File: config.mk
export PLATFORM = sky130hd
export DESIGN_NAME = serial_word_receiver
export DESIGN_NICKNAME = d
export VERILOG_FILES = /design/src/rtl/shift_pkg.sv /design/src/rtl/sipo_capture.sv /design/src/rtl/serial_word_receiver.sv
export SDC_FILE = /design/constraint.sdc
export NUM_CORES = 1
export LEC_CHECK = 0
export ABC_AREA = 1
export CORE_UTILIZATION = 46
export DETAILED_ROUTE_END_ITERATION = 10
export PLACE_DENSITY = 0.76
export SYNTH_ARGS = -nofsm -noshare
export SYNTH_HDL_FRONTEND = slang
export SYNTH_SLANG_ARGS = --single-unit
File: constraint.sdc
create_clock -name clk -period 1.4 [get_ports clk]
set_clock_uncertainty 0.05 [all_clocks]
set_input_delay 0.28 -clock clk [delete_from_list [all_inputs] [get_ports clk]]
set_output_delay 0.28 -clock clk [all_outputs]
set_load 0.05 [all_outputs]
File: src/rtl/shift_pkg.sv
// Shared encodings for the serial link: bit-order convention and receiver FSM states.
package shift_pkg;

  localparam logic DIR_LSB_FIRST = 1'b0;
  localparam logic DIR_MSB_FIRST = 1'b1;

  typedef enum logic {
    ST_IDLE  = 1'b0,
    ST_SHIFT = 1'b1
  } rx_state_t;

endpackage

File: src/rtl/sipo_capture.sv
// Serial-in parallel-out capture: shift register, per-word bit-order latch and bit counter.
// Emits a one-cycle word_done together with the fully assembled word.
module sipo_capture
  import shift_pkg::*;
#(
  parameter int WIDTH = 4,
  parameter int CNT_W = 3
) (
  input  logic             clk,
  input  logic             rst,
  input  logic             load,
  input  logic             shift,
  input  logic             dir,
  input  logic             serial_in,
  output logic [WIDTH-1:0] word,
  output logic             word_done,
  output logic [CNT_W-1:0] count
);

  localparam logic [CNT_W-1:0] LAST_BIT = CNT_W'(WIDTH - 1);

  logic [WIDTH-1:0] sr_reg, sr_next;
  logic [CNT_W-1:0] cnt_reg, cnt_next;
  logic             dir_reg;

  always_comb begin
    sr_next   = sr_reg;
    cnt_next  = cnt_reg;
    word_done = 1'b0;
    if (load) begin
      // A new word starts from an empty register so stale bits cannot leak in.
      if (dir == DIR_MSB_FIRST)
        sr_next = {{(WIDTH-1){1'b0}}, serial_in};
      else
        sr_next = {serial_in, {(WIDTH-1){1'b0}}};
      cnt_next = CNT_W'(1);
    end else if (shift) begin
      if (dir_reg == DIR_MSB_FIRST)
        sr_next = {sr_reg[WIDTH-2:0], serial_in};
      else
        sr_next = {serial_in, sr_reg[WIDTH-1:1]};
      if (cnt_reg == LAST_BIT) begin
        word_done = 1'b1;
        cnt_next  = '0;
      end else begin
        cnt_next = cnt_reg + 1'b1;
      end
    end
  end

  always_ff @(posedge clk or posedge rst) begin
    if (rst) begin
      sr_reg  <= '0;
      cnt_reg <= '0;
      dir_reg <= DIR_LSB_FIRST;
    end else begin
      sr_reg  <= sr_next;
      cnt_reg <= cnt_next;
      if (load)
        dir_reg <= dir;
    end
  end

  assign word  = sr_next;
  assign count = cnt_reg;

endmodule

File: src/rtl/serial_word_receiver.sv
// Collects a serial bit stream into WIDTH-bit words and presents them through a
// single-entry holding register with a valid/ready handshake and a sticky overrun flag.
module serial_word_receiver
  import shift_pkg::*;
#(
  parameter int WIDTH = 4,
  parameter int CNT_W = 3
) (
  input  logic             clk,
  input  logic             rst,
  input  logic             bit_valid,
  input  logic             serial_in,
  input  logic             dir,
  input  logic             sync,
  input  logic             word_ready,
  input  logic             clr_ovr,
  output logic [WIDTH-1:0] parallel_out,
  output logic             word_valid,
  output logic             overrun,
  output logic             busy,
  output logic [CNT_W-1:0] bit_count
);

  rx_state_t        state_reg, state_next;
  logic             load, shift;
  logic [WIDTH-1:0] word;
  logic             word_done;
  logic [CNT_W-1:0] count;

  logic [WIDTH-1:0] hold_reg, hold_next;
  logic             valid_reg, valid_next;
  logic             ovr_reg, ovr_next;
  logic             accept;

  // The first bit of a word, or any sync bit mid-word, restarts capture.
  assign load  = bit_valid & ((state_reg == ST_IDLE) | sync);
  assign shift = bit_valid & ~load;

  sipo_capture #(
    .WIDTH(WIDTH),
    .CNT_W(CNT_W)
  ) u_capture (
    .clk       (clk),
    .rst       (rst),
    .load      (load),
    .shift     (shift),
    .dir       (dir),
    .serial_in (serial_in),
    .word      (word),
    .word_done (word_done),
    .count     (count)
  );

  always_ff @(posedge clk or posedge rst) begin
    if (rst) begin
      state_reg <= ST_IDLE;
      hold_reg  <= '0;
      valid_reg <= 1'b0;
      ovr_reg   <= 1'b0;
    end else begin
      state_reg <= state_next;
      hold_reg  <= hold_next;
      valid_reg <= valid_next;
      ovr_reg   <= ovr_next;
    end
  end

  always_comb begin
    state_next = state_reg;
    hold_next  = hold_reg;
    valid_next = valid_reg;
    ovr_next   = ovr_reg;
    accept     = word_done & (~valid_reg | word_ready);

    case (state_reg)
      ST_IDLE:  if (bit_valid) state_next = ST_SHIFT;
      ST_SHIFT: if (word_done) state_next = ST_IDLE;
      default:  state_next = ST_IDLE;
    endcase

    // A completion landing on a consume cycle refills the register without a gap.
    if (accept) begin
      hold_next  = word;
      valid_next = 1'b1;
    end else if (valid_reg & word_ready) begin
      valid_next = 1'b0;
    end

    if (word_done & ~accept)
      ovr_next = 1'b1;
    else if (clr_ovr)
      ovr_next = 1'b0;
  end

  assign parallel_out = hold_reg;
  assign word_valid   = valid_reg;
  assign overrun      = ovr_reg;
  assign busy         = (state_reg == ST_SHIFT);
  assign bit_count    = count;

endmodule

[Yosys cells after proc, flatten, opt, wreduce, memory -nomap -nowiden]
Index checks and enable logic that the tools add are counted.
Widths: inputs -> output; s select.
Storage, ports and cells
  register bits after elaboration: 15
  bits of input ports: 8
  word-level logic and storage cells: 40
Cells by class
  reduce and logical (&&, ||, !) cells: 3
  bitwise gates (word level): 11
  eq/ne operators: 1
  add/subtract/negate cells: 1
  mux-type cells: 17
Operators by type and width (number)
  $mux 4: 4
  $mux 1: 9
  $mux 3: 3
  $reduce_bool 2->1: 3
  $and 1x1->1: 5
  $not 1->1: 4
  $add 3x1->3 const B: 1
  $eq 3x2->1 const B: 1
  $or 1x1->1: 2
  $pmux 1 s2: 1

[Depth between registers and ports, before layout]
Gate-level depths: netlist of the first run.
  word-level depth: 11
  mapped depth: 7
  gate-level depth less buffers: 7

[Cells and area by module]
From an unflattened synthesis of the first run, not the netlist that was laid out.
Unflattened totals
  cell total of the unflattened synthesis: 96
  area, all modules: 737.0 µm²
Modules (own cells, without submodules)
  sipo_capture: cells each 62, area each 447.9 µm², sequential area each 200.2 µm², instances 1
  serial_word_receiver: cells each 34, area each 289.0 µm², sequential area each 175.2 µm², instances 1

[Worst setup path before layout of the first run]
Ideal clock, no wire load.
  path type: register -> register
  start point: register u_capture.cnt_reg[1], in the netlist u_capture.count[1]
  end point: register hold_reg[0], in the netlist parallel_out[0]
  cell stages (with the launch flop): 7
  data arrival time: 1.316 ns
  buffers on the path: 0
  period minus slack after synthesis: 1.484 ns
  path slack: -0.084 ns
  library setup time: 0.118 ns
  required time: 1.232 ns
  cells stage by stage: dfrtp_1 -> ha_1 -> nand2_1 -> nor2_4 -> nand2_4 -> nand2_1 -> nand2_1
On the way
  cells in the longest elaborated chain, start to end: 5
Ends and longest elaborated chain
  start, declared: line sipo_capture.sv:23  | logic [CNT_W-1:0] cnt_reg, cnt_next;
  start signal, assigned: line sipo_capture.sv:58  | cnt_reg <= cnt_next;
  $eq 3x2->1: line sipo_capture.sv:42  | if (cnt_reg == LAST_BIT) begin
  $mux 1: line sipo_capture.sv:42
  $mux 1: line sipo_capture.sv:37  | end else if (shift) begin
  $mux 1: line sipo_capture.sv:30  | if (load) begin
  $and 1x1->1: line serial_word_receiver.sv:73  | accept = word_done & (~valid_reg | word_ready);
  end signal, assigned: line serial_word_receiver.sv:62  | hold_reg <= hold_next;
  end, declared: line serial_word_receiver.sv:30  | logic [WIDTH-1:0] hold_reg, hold_next;
Every way passes these cells.
A chain may end at the register's enable or synchronous reset.

[Worst setup path in the final report of the first run]
  start point: register u_capture.cnt_reg[0], in the netlist u_capture.count[0]
  end point: register hold_reg[1], in the netlist parallel_out[1]
Same word-level chain as after synthesis.

==> results.toml, run 1 <==
[setup_path]
critPathMostFrequentCell = "nand2_1"
crit_fanout = 6
path_cells = "ha_1 -> nand2_1 -> nor2_4 -> nand2_4 -> clkinv_2 -> nand2_1 -> nand2_1"
crit_buf_inv = 1
critical_path_class = "flop to flop"
slowest_stage = "dfrtp_2"
cp-start-kind = "flop"
worst_path_largest_cell_delay_ns = 0.44
rr_startpoint = "u_capture.count[0]$_DFFE_PP0P_"
r2r_slack_ns = 0.05
startpoint = "u_capture.count[0]$_DFFE_PP0P_"
cp-end-kind = "flop"
crit_family = "simple AND/OR/NAND/NOR gates"
crit_required_ns = 1.52
r2r-end = "parallel_out[1]$_DFFE_PP0P_"
critPathArrivalTime_ns = 1.47
reg2reg_depth = 7

[detailed_routing]
drtIter0Drc = 15
drcViolationCount = 0
first_pass_iters = 5
met1_length_um = 667
drt-vias-per-instance = 5.05
num_vias = 647
wl_per_cell_um = 11.4
highest_layer = "met4"
drt-total-wl_um = 1460
wl_met3_um = 60
routed-wl-met2_um = 692
postRouteAntennaNets = 0

[cts]
clock-root-buffer = "clkbuf_4"
clock_latency_ns = 0.28
post_cts_resized = 0
ctsHoldBuffers = 0
clkSinkCount = 15
clock_path_buffers = 2
cts.htree.levels = 1
post_cts_buffers = 0
cts_made_buffers = 3
clk_pin_slew_ns = 0.09
cts_tree = "yes"

[floorplanning]
num_rows = 13
initial_core_util = 0.517
num_io_pins = 18
fp.coreArea_um2 = 1370
die_width_um = 41.2
die_y_um = 41.2
dieArea_um2 = 1700

[finish]
final_common_cell = "nand2_1"
layout-drive-gt1-share = 0.221
nFillCells = 93
fin_area_um2 = 1050
antenna_cells = 0
fin_cells = 128
layout_common_cells = "nand2_1, dfrtp_1, inv_1"
final_nets = 123
final_util = 0.772
syn_to_final_growth_pct = 49.2

[timing]
drv_slew = 0
layout_setup_ws_ns = 0.0470
fin_crit_ns = 1.35
worst_hold_slack_ns = 0.252
rsz0062_at_grt = "no"
fmax_mhz = 739
hold_viol = 0
timing.final.crit_share = 0.966
tightest_slew_ns = 0.227
slew_headroom = 0.848
tns_ns = 0
setup_viol = 0

[synth]
synthTopCellsByArea = "dfrtp_1, nand2_1, inv_1"
synthDistinctLibCells = 15
ys_ff_latch = 15
syn_nets = 97
synth_area_um2 = 707
synth_top_area_cell = "dfrtp_1"
avgSynthCellArea_um2 = 8.03
yosysWarnings = 0
yosysSeqAreaShare = 0.531
synth_cells = 88
yosysTopAreaCellShare = 0.531

[global_route]
grt_max_degree = 16
track_usage = 0.214
grt_pass1_vias = 525
grt_pass1_wl_um = 2230
antenna_found_initial = 0
grt-ovfl-total = 0

[power_and_ir_drop]
power-per-cell-area_nw_per_um2 = 1400
power.ir.vdd_worst_mv = 0.965
p_leak_nw = 0.534
total_power_mw = 1.48

[placement]
io_buffer_count = 17
dp_hpwl_um = 1140
dp_slack_ns = -0.0815
place_inst = 124
placed_area_um2 = 1030
gp_congestion = 0.682

[hold_path]
hp-class = "primary input to async pin"

[job]
max_cap_violations = 0

[run_status]
status = "completed"
-- worst register-to-register path, delay by kind of cell (launching register included) --
kind                       cells  cell delay, ns
DFF                            1            0.44
and+or+nand+nor                5            0.46
adders and majority gates      1            0.22
buffers and inverters          1            0.08
-- kinds of logic (layout without fill, tap and decap cells) --
group           Yosys count  count (layout)  synth area share
simple gates             50              50             0.313
flops                    15              15             0.531
buf+inv                  13              38            0.0708
compound gates            9               9            0.0672
fa+ha+maj                 1               1            0.0177
-- worst max path at each step --
stage,to,slack (ns),depth (start not counted)
2_1_floorplan,parallel_out[2]$_DFFE_PP0P_,0.04,6
6_report,parallel_out[1]$_DFFE_PP0P_,0.05,7
3_3_place_gp,parallel_out[0]$_DFFE_PP0P_,-0.06,7
5_1_grt,parallel_out[1]$_DFFE_PP0P_,0.0003,7
4_1_cts,parallel_out[1]$_DFFE_PP0P_,0.05,7
3_5_place_dp,parallel_out[2]$_DFFE_PP0P_,-0.08,7
-- report_power, final --
group / internal, mW / switching, mW / total [mW]
sequential: 0.511 / 0.0834 / 0.594
combinational: 0.298 / 0.346 / 0.643
clock: 0.111 / 0.133 / 0.244
total: 0.919 / 0.562 / 1.48
-- per-layer routing --
metal  vias up  global-route usage
met2        18               0.332
met5         -                   0
met1       303               0.282
met4         0               0.121
li1        321                   -
met3         5              0.0326
-- cell type report --
cell class	instances	area, um2	share of cell area
flip-flops and latches	15	378	0.358
repair buffers	21	300	0.285
multi-input cells	60	282	0.267
inverters	13	50.0	0.0474
clock buffers	4	26.3	0.0249
well taps	15	18.8	0.0178
-- synthesized netlist by cell type --
library cell,n
nand2_1,38
dfrtp_1,15
inv_1,11
nand3_1,4
nor2_1,4
o21ai_0,4
a21oi_1,3
nor2_4,2
a211oi_1,1
clkinv_2,1
ha_1,1
inv_2,1
nand2_4,1
nand3_2,1
o21ai_1,1
No activity file was read; power rests on OpenSTA's default activity.
==> run 2: changes to the inputs <==
--- a/config.mk
+++ b/config.mk
@@ -8,7 +8,8 @@
 export ABC_AREA = 1
 export CORE_UTILIZATION = 46
 export DETAILED_ROUTE_END_ITERATION = 10
-export PLACE_DENSITY = 0.76
+export PLACE_DENSITY = 0.75
 export SYNTH_ARGS = -nofsm -noshare
 export SYNTH_HDL_FRONTEND = slang
+export SYNTH_HIERARCHICAL = 1
 export SYNTH_SLANG_ARGS = --single-unit
==> results.toml, run 2 <==
[run_status]
status = "complete, but fails checks"
violations = "setup timing"

[floorplanning]
initial_core_util = 0.489
dieArea_um2 = 1770
fp.coreArea_um2 = 1510
die_y_um = 42.0
num_rows = 14
num_io_pins = 18
die_width_um = 42.0

[synth]
synthTopCellsByArea = "dfrtp_1, nand2_1, inv_1"
synthTopCellsByCount = "nand2_1, inv_1, dfrtp_1, nand3_1, nor2_1"
synthFlopType = "dfrtp_1"
synth_top_area_cell = "dfrtp_1"
synth_cells = 96
synth_most_common_cell = "nand2_1"
synthDistinctLibCells = 15
synthArstFlopShare = 1.00
yosysWarnings = 6
yosysTopAreaCellShare = 0.509
syn_nets = 105
ys_ff_latch = 15
synth_edf_count = 0
yosysSeqAreaShare = 0.509
synth_area_um2 = 737
avgSynthCellArea_um2 = 7.68

[finish]
final_nets = 143
syn_to_final_growth_pct = 66.9
nFillCells = 93
antenna_cells = 0
final_common_cell = "nand2_1"
fin_cells = 149
layout_common_cells = "nand2_1, buf_4, inv_1, dfrtp_1, buf_12"
layout-drive-gt1-share = 0.376

[setup_path]
cp-end-kind = "flop"
cp-start-kind = "flop"
r2r_slack_ns = -0.03
critPathArrivalTime_ns = 1.57
critical_path_class = "flop to flop"
crit_required_ns = 1.54
crit_fanout = 7
worst_path_largest_cell_delay_ns = 0.44
path_cells = "inv_4 -> nor2_2 -> nor2_1 -> buf_6 -> nor2_4 -> buf_4 -> nand2_1 -> nand2_1 -> nand3_1 -> nand2_1"
slowest_stage = "dfrtp_2"
crit_buf_inv = 3
crit_family = "simple AND/OR/NAND/NOR gates"
critPathMostFrequentCell = "nand2_1"

[global_route]
grt_pass1_vias = 650
antenna_found_initial = 0
grt-ovfl-total = 0
grt_max_degree = 9
track_usage = 0.216
grt_pass1_wl_um = 2750
use_met2 = 0.316
gr-max-usage-layer = "met2"
met1_usage = 0.292
grt_use_met3 = 0.0431

[detailed_routing]
first_pass_iters = 4
drcViolationCount = 0
drtIter0Drc = 12
drt-total-wl_um = 1910
num_vias = 739
drt-vias-per-instance = 4.96
wl_per_cell_um = 12.8
postRouteAntennaNets = 0

[placement]
dp_hpwl_um = 1190
place_inst = 138
dp_slack_ns = -0.412
gp_congestion = 0.902
io_buffer_count = 17

[timing]
setup_viol = 4
slew_headroom = 0.762
fmax_mhz = 699
tightest_slew_ns = 0.357
worst_hold_slack_ns = 0.215
layout_setup_ws_ns = -0.0312
fin_crit_ns = 1.43
tns_ns = -0.0624
rsz0062_at_grt = "yes"
drv_slew = 0
hold_viol = 0
timing.final.crit_share = 1.02

[hold_path]
hp-class = "primary input to async pin"

[cts]
ctsHoldBuffers = 0
cts_made_buffers = 3
clock-root-buffer = "clkbuf_4"
clkSinkCount = 15
clock_path_buffers = 2
clk_pin_slew_ns = 0.09
clock_latency_ns = 0.30
cts_tree = "yes"
cts.htree.levels = 1

[power_and_ir_drop]
p_leak_nw = 0.636
power-per-cell-area_nw_per_um2 = 1770
power.ir.vdd_worst_mv = 1.37
total_power_mw = 2.18

[job]
max_cap_violations = 0
## run 2: cell count changes in the layout (fill, tap and decap cells not counted), sizes merged
cell	change
dlygate4sd2	+2
a21oi	-1
clkinv	+1
nand3	+6
a211oi	-1
inv	+5
o22ai	+1
buf	+13
o21ai	-3
nand2	-2
clkdlybuf4s50	-2
nor3	+2
nor2	-1
## run 2: repair_timing
item / in CTS / in global routing
pin swaps: 3 / 15
endpoints found under the setup margin: 6 / 6
buffers inserted: 2 / 5
gates resized for setup: 4 / 11
## run 2: worst paths after layout
path / startpoint / end / cells after the start
max: busy$_DFF_PP0_ / parallel_out[2]$_DFFE_PP0P_ / 10
min: rst / parallel_out[2]$_DFFE_PP0P_ / 2
max reg2reg: busy$_DFF_PP0_ / parallel_out[2]$_DFFE_PP0P_ / 10
min reg2reg: parallel_out[3]$_DFFE_PP0P_ / parallel_out[3]$_DFFE_PP0P_ / 2
max in group asynchronous: rst / u_capture/sr_reg[3]$_DFF_PP0_ / 2
min in group clk: bit_valid / busy$_DFF_PP0_ / 3
## run 2: where the power goes
part           leakage, nW  switching, mW  internal (mW)
clock network       0.0150          0.146          0.111
registers            0.194          0.111          0.559
logic                0.426          0.663          0.586
total                0.636          0.920           1.26
## run 2: routing by layer
layer  share of wire  wire (um)
met5               0          0
met4           0.031         59
met3           0.049         93
met2            0.50        956
met1            0.42        803
## run 2: cell type report
class | count | area (um2) | area share
sequential | 15 | 377 | 0.306
inverter | 19 | 73.8 | 0.0600
tap | 16 | 20.0 | 0.0163
multi-input combinational | 61 | 334 | 0.272
timing repair buffer | 34 | 399 | 0.325
clock buffer | 4 | 26.3 | 0.0214
## run 2: cell families (layout without fill, tap and decap cells)
| family | after synthesis | in the layout | synth area share |
|---|---|---|---|
| flip-flops | 15 | 15 | 0.509 |
| adder cells (fa/ha/maj) | 1 | 1 | 0.0170 |
| AO/OA/AOI/OAI | 5 | 5 | 0.0357 |
| buffers and inverters | 20 | 57 | 0.112 |
| AND/OR/NAND/NOR | 55 | 55 | 0.326 |
## run 2: stage by stage
step                      utilization  instance area (um2)
after global placement          0.742                 1120
after global routing            0.816                 1230
after detailed placement        0.742                 1120
after CTS                       0.770                 1160
after floorplan                     -                  763
final                           0.816                 1230
==> run 3: changes to the inputs <==
--- a/config.mk
+++ b/config.mk
@@ -8,7 +8,10 @@
 export ABC_AREA = 1
 export CORE_UTILIZATION = 46
 export DETAILED_ROUTE_END_ITERATION = 10
+export GPL_ROUTABILITY_DRIVEN = 1
+export HOLD_SLACK_MARGIN = 0.15
 export PLACE_DENSITY = 0.75
+export SETUP_SLACK_MARGIN = 0.4
 export SYNTH_ARGS = -nofsm -noshare
 export SYNTH_HDL_FRONTEND = slang
 export SYNTH_HIERARCHICAL = 1
==> results.toml, run 3 (synthesis results as in run 2) <==
[setup_path]
cp-end-kind = "flop"
r2r_slack_ns = -0.07
crit_required_ns = 1.61
rr_startpoint = "u_capture/count[0]$_DFFE_PP0P_"
critPathArrivalTime_ns = 1.68
r2r-end = "parallel_out[0]$_DFFE_PP0P_"
reg2reg_depth = 6
startpoint = "u_capture/count[0]$_DFFE_PP0P_"
crit_fanout = 6
cp-start-kind = "flop"
critical_path_class = "flop to flop"

[detailed_routing]
drcViolationCount = 0
drt-total-wl_um = 2240
drtIter0Drc = 15
first_pass_iters = 4
postRouteAntennaNets = 0
wl_per_cell_um = 14.8
drt-vias-per-instance = 5.12
num_vias = 773

[finish]
fin_area_um2 = 1310
layout_common_cells = "nand2_1, inv_1, dfrtp_1"
final_nets = 145
nFillCells = 71
layout-drive-gt1-share = 0.467
antenna_cells = 0
final_common_cell = "nand2_1"
syn_to_final_growth_pct = 77.8
final_util = 0.870

[power_and_ir_drop]
power.ir.vdd_worst_mv = 1.32
p_int_mw = 1.31
power.net_switching_mw = 1.00
seqPwrFrac = 0.293
combinationalPowerShare = 0.587
pwr-share-clk = 0.120
total_power_mw = 2.32
switching_share = 0.433
p_leak_nw = 0.667
power-per-cell-area_nw_per_um2 = 1770

[placement]
dp_slack_ns = -0.422
dp_hpwl_um = 1220
gp_congestion = 0.852
io_buffer_count = 17
placed_area_um2 = 1120

[floorplanning]
die_width_um = 42.0
num_io_pins = 18
fp.coreArea_um2 = 1510
dieArea_um2 = 1770
die_y_um = 42.0
initial_core_util = 0.489
num_rows = 14

[cts]
cts_tree = "yes"
cts.htree.levels = 1
clock_latency_ns = 0.31
clkSinkCount = 15
cts_made_buffers = 3
clock_path_buffers = 2
clk_pin_slew_ns = 0.11
clock-root-buffer = "clkbuf_4"

[timing]
setup_viol = 6
slew_headroom = 0.777
fmax_mhz = 682
layout_setup_ws_ns = -0.0659
rsz0062_at_grt = "yes"
hold_viol = 0
tightest_slew_ns = 0.334
drv_slew = 0
timing.final.crit_share = 1.05
fin_crit_ns = 1.47

[global_route]
met1_usage = 0.295
grt-ovfl-total = 0
gr-max-usage-layer = "met2"
grt_max_degree = 10
grt_use_met3 = 0.0259
grt_pass1_wl_um = 3110
antenna_found_initial = 0
use_met2 = 0.403
grt_pass1_vias = 770
track_usage = 0.234

[hold_path]
hp-class = "primary input to async pin"

[run_status]
status = "complete, but fails checks"
violations = "setup timing"

[job]
max_cap_violations = 0
[run 3: worst max path at each step]
stage,end,slack [ns]
5_1_grt,parallel_out[2]$_DFFE_PP0P_,-0.15
4_1_cts,parallel_out[3]$_DFFE_PP0P_,-0.007
3_3_place_gp,parallel_out[3]$_DFFE_PP0P_,-0.38
6_report,parallel_out[0]$_DFFE_PP0P_,-0.07
2_1_floorplan,parallel_out[0]$_DFFE_PP0P_,-0.23
3_5_place_dp,parallel_out[3]$_DFFE_PP0P_,-0.42
[run 3: through the flow]
stage | hold slack [ns] | setup TNS, ns | instances
2_1_floorplan | 0.0333 | -1.36 | 96
6_report | 0.166 | -0.229 | 151
3_3_place_gp | 0.474 | -3.79 | 139
3_5_place_dp | 0.471 | -4.26 | 139
5_1_grt | 0.204 | -0.807 | 151
4_1_cts | 0.197 | -0.0128 | 147
[run 3: cell type report]
| type | instances | area [um2] | area share |
|---|---|---|---|
| inverter | 19 | 75.1 | 0.0573 |
| sequential | 15 | 377 | 0.287 |
| timing repair buffer | 36 | 433 | 0.330 |
| clock buffer | 3 | 22.5 | 0.0172 |
| clock inverter | 1 | 5.00 | 0.00382 |
| tap | 16 | 20.0 | 0.0153 |
| multi-input combinational | 61 | 378 | 0.288 |
[run 3: what timing repair did]
item,4_1_cts,5_1_grt
endpoints found under the hold margin,0,0
hold buffers,0,0
gates resized for setup,16,17
pin swaps,11,13
setup endpoints to repair,25,25
buffers inserted,4,4
[run 3: power groups by stage]
stage	Combinational, mW	Sequential (mW)	Clock [mW]
floorplan	0.303	0.926	0
global placement	1.14	0.664	0
detailed placement	1.15	0.666	0
CTS	1.24	0.665	0.258
global route	1.44	0.689	0.301
finish	1.36	0.679	0.277
[run 3: worst max-delay path, stage by stage, from the launching register on]
cell and delay, ns:
dfrtp_1 0.38, ha_1 0.18, nand2_1 0.14, nor3_4 0.34, buf_4 0.19, nand3_2 0.08
nand2_1 0.07
[run 3: metal layers]
layer / wire length, um / part of all wire
met2: 1180 / 0.53
met3: 90 / 0.040
met5: 0 / 0
met1: 911 / 0.41
met4: 57 / 0.025
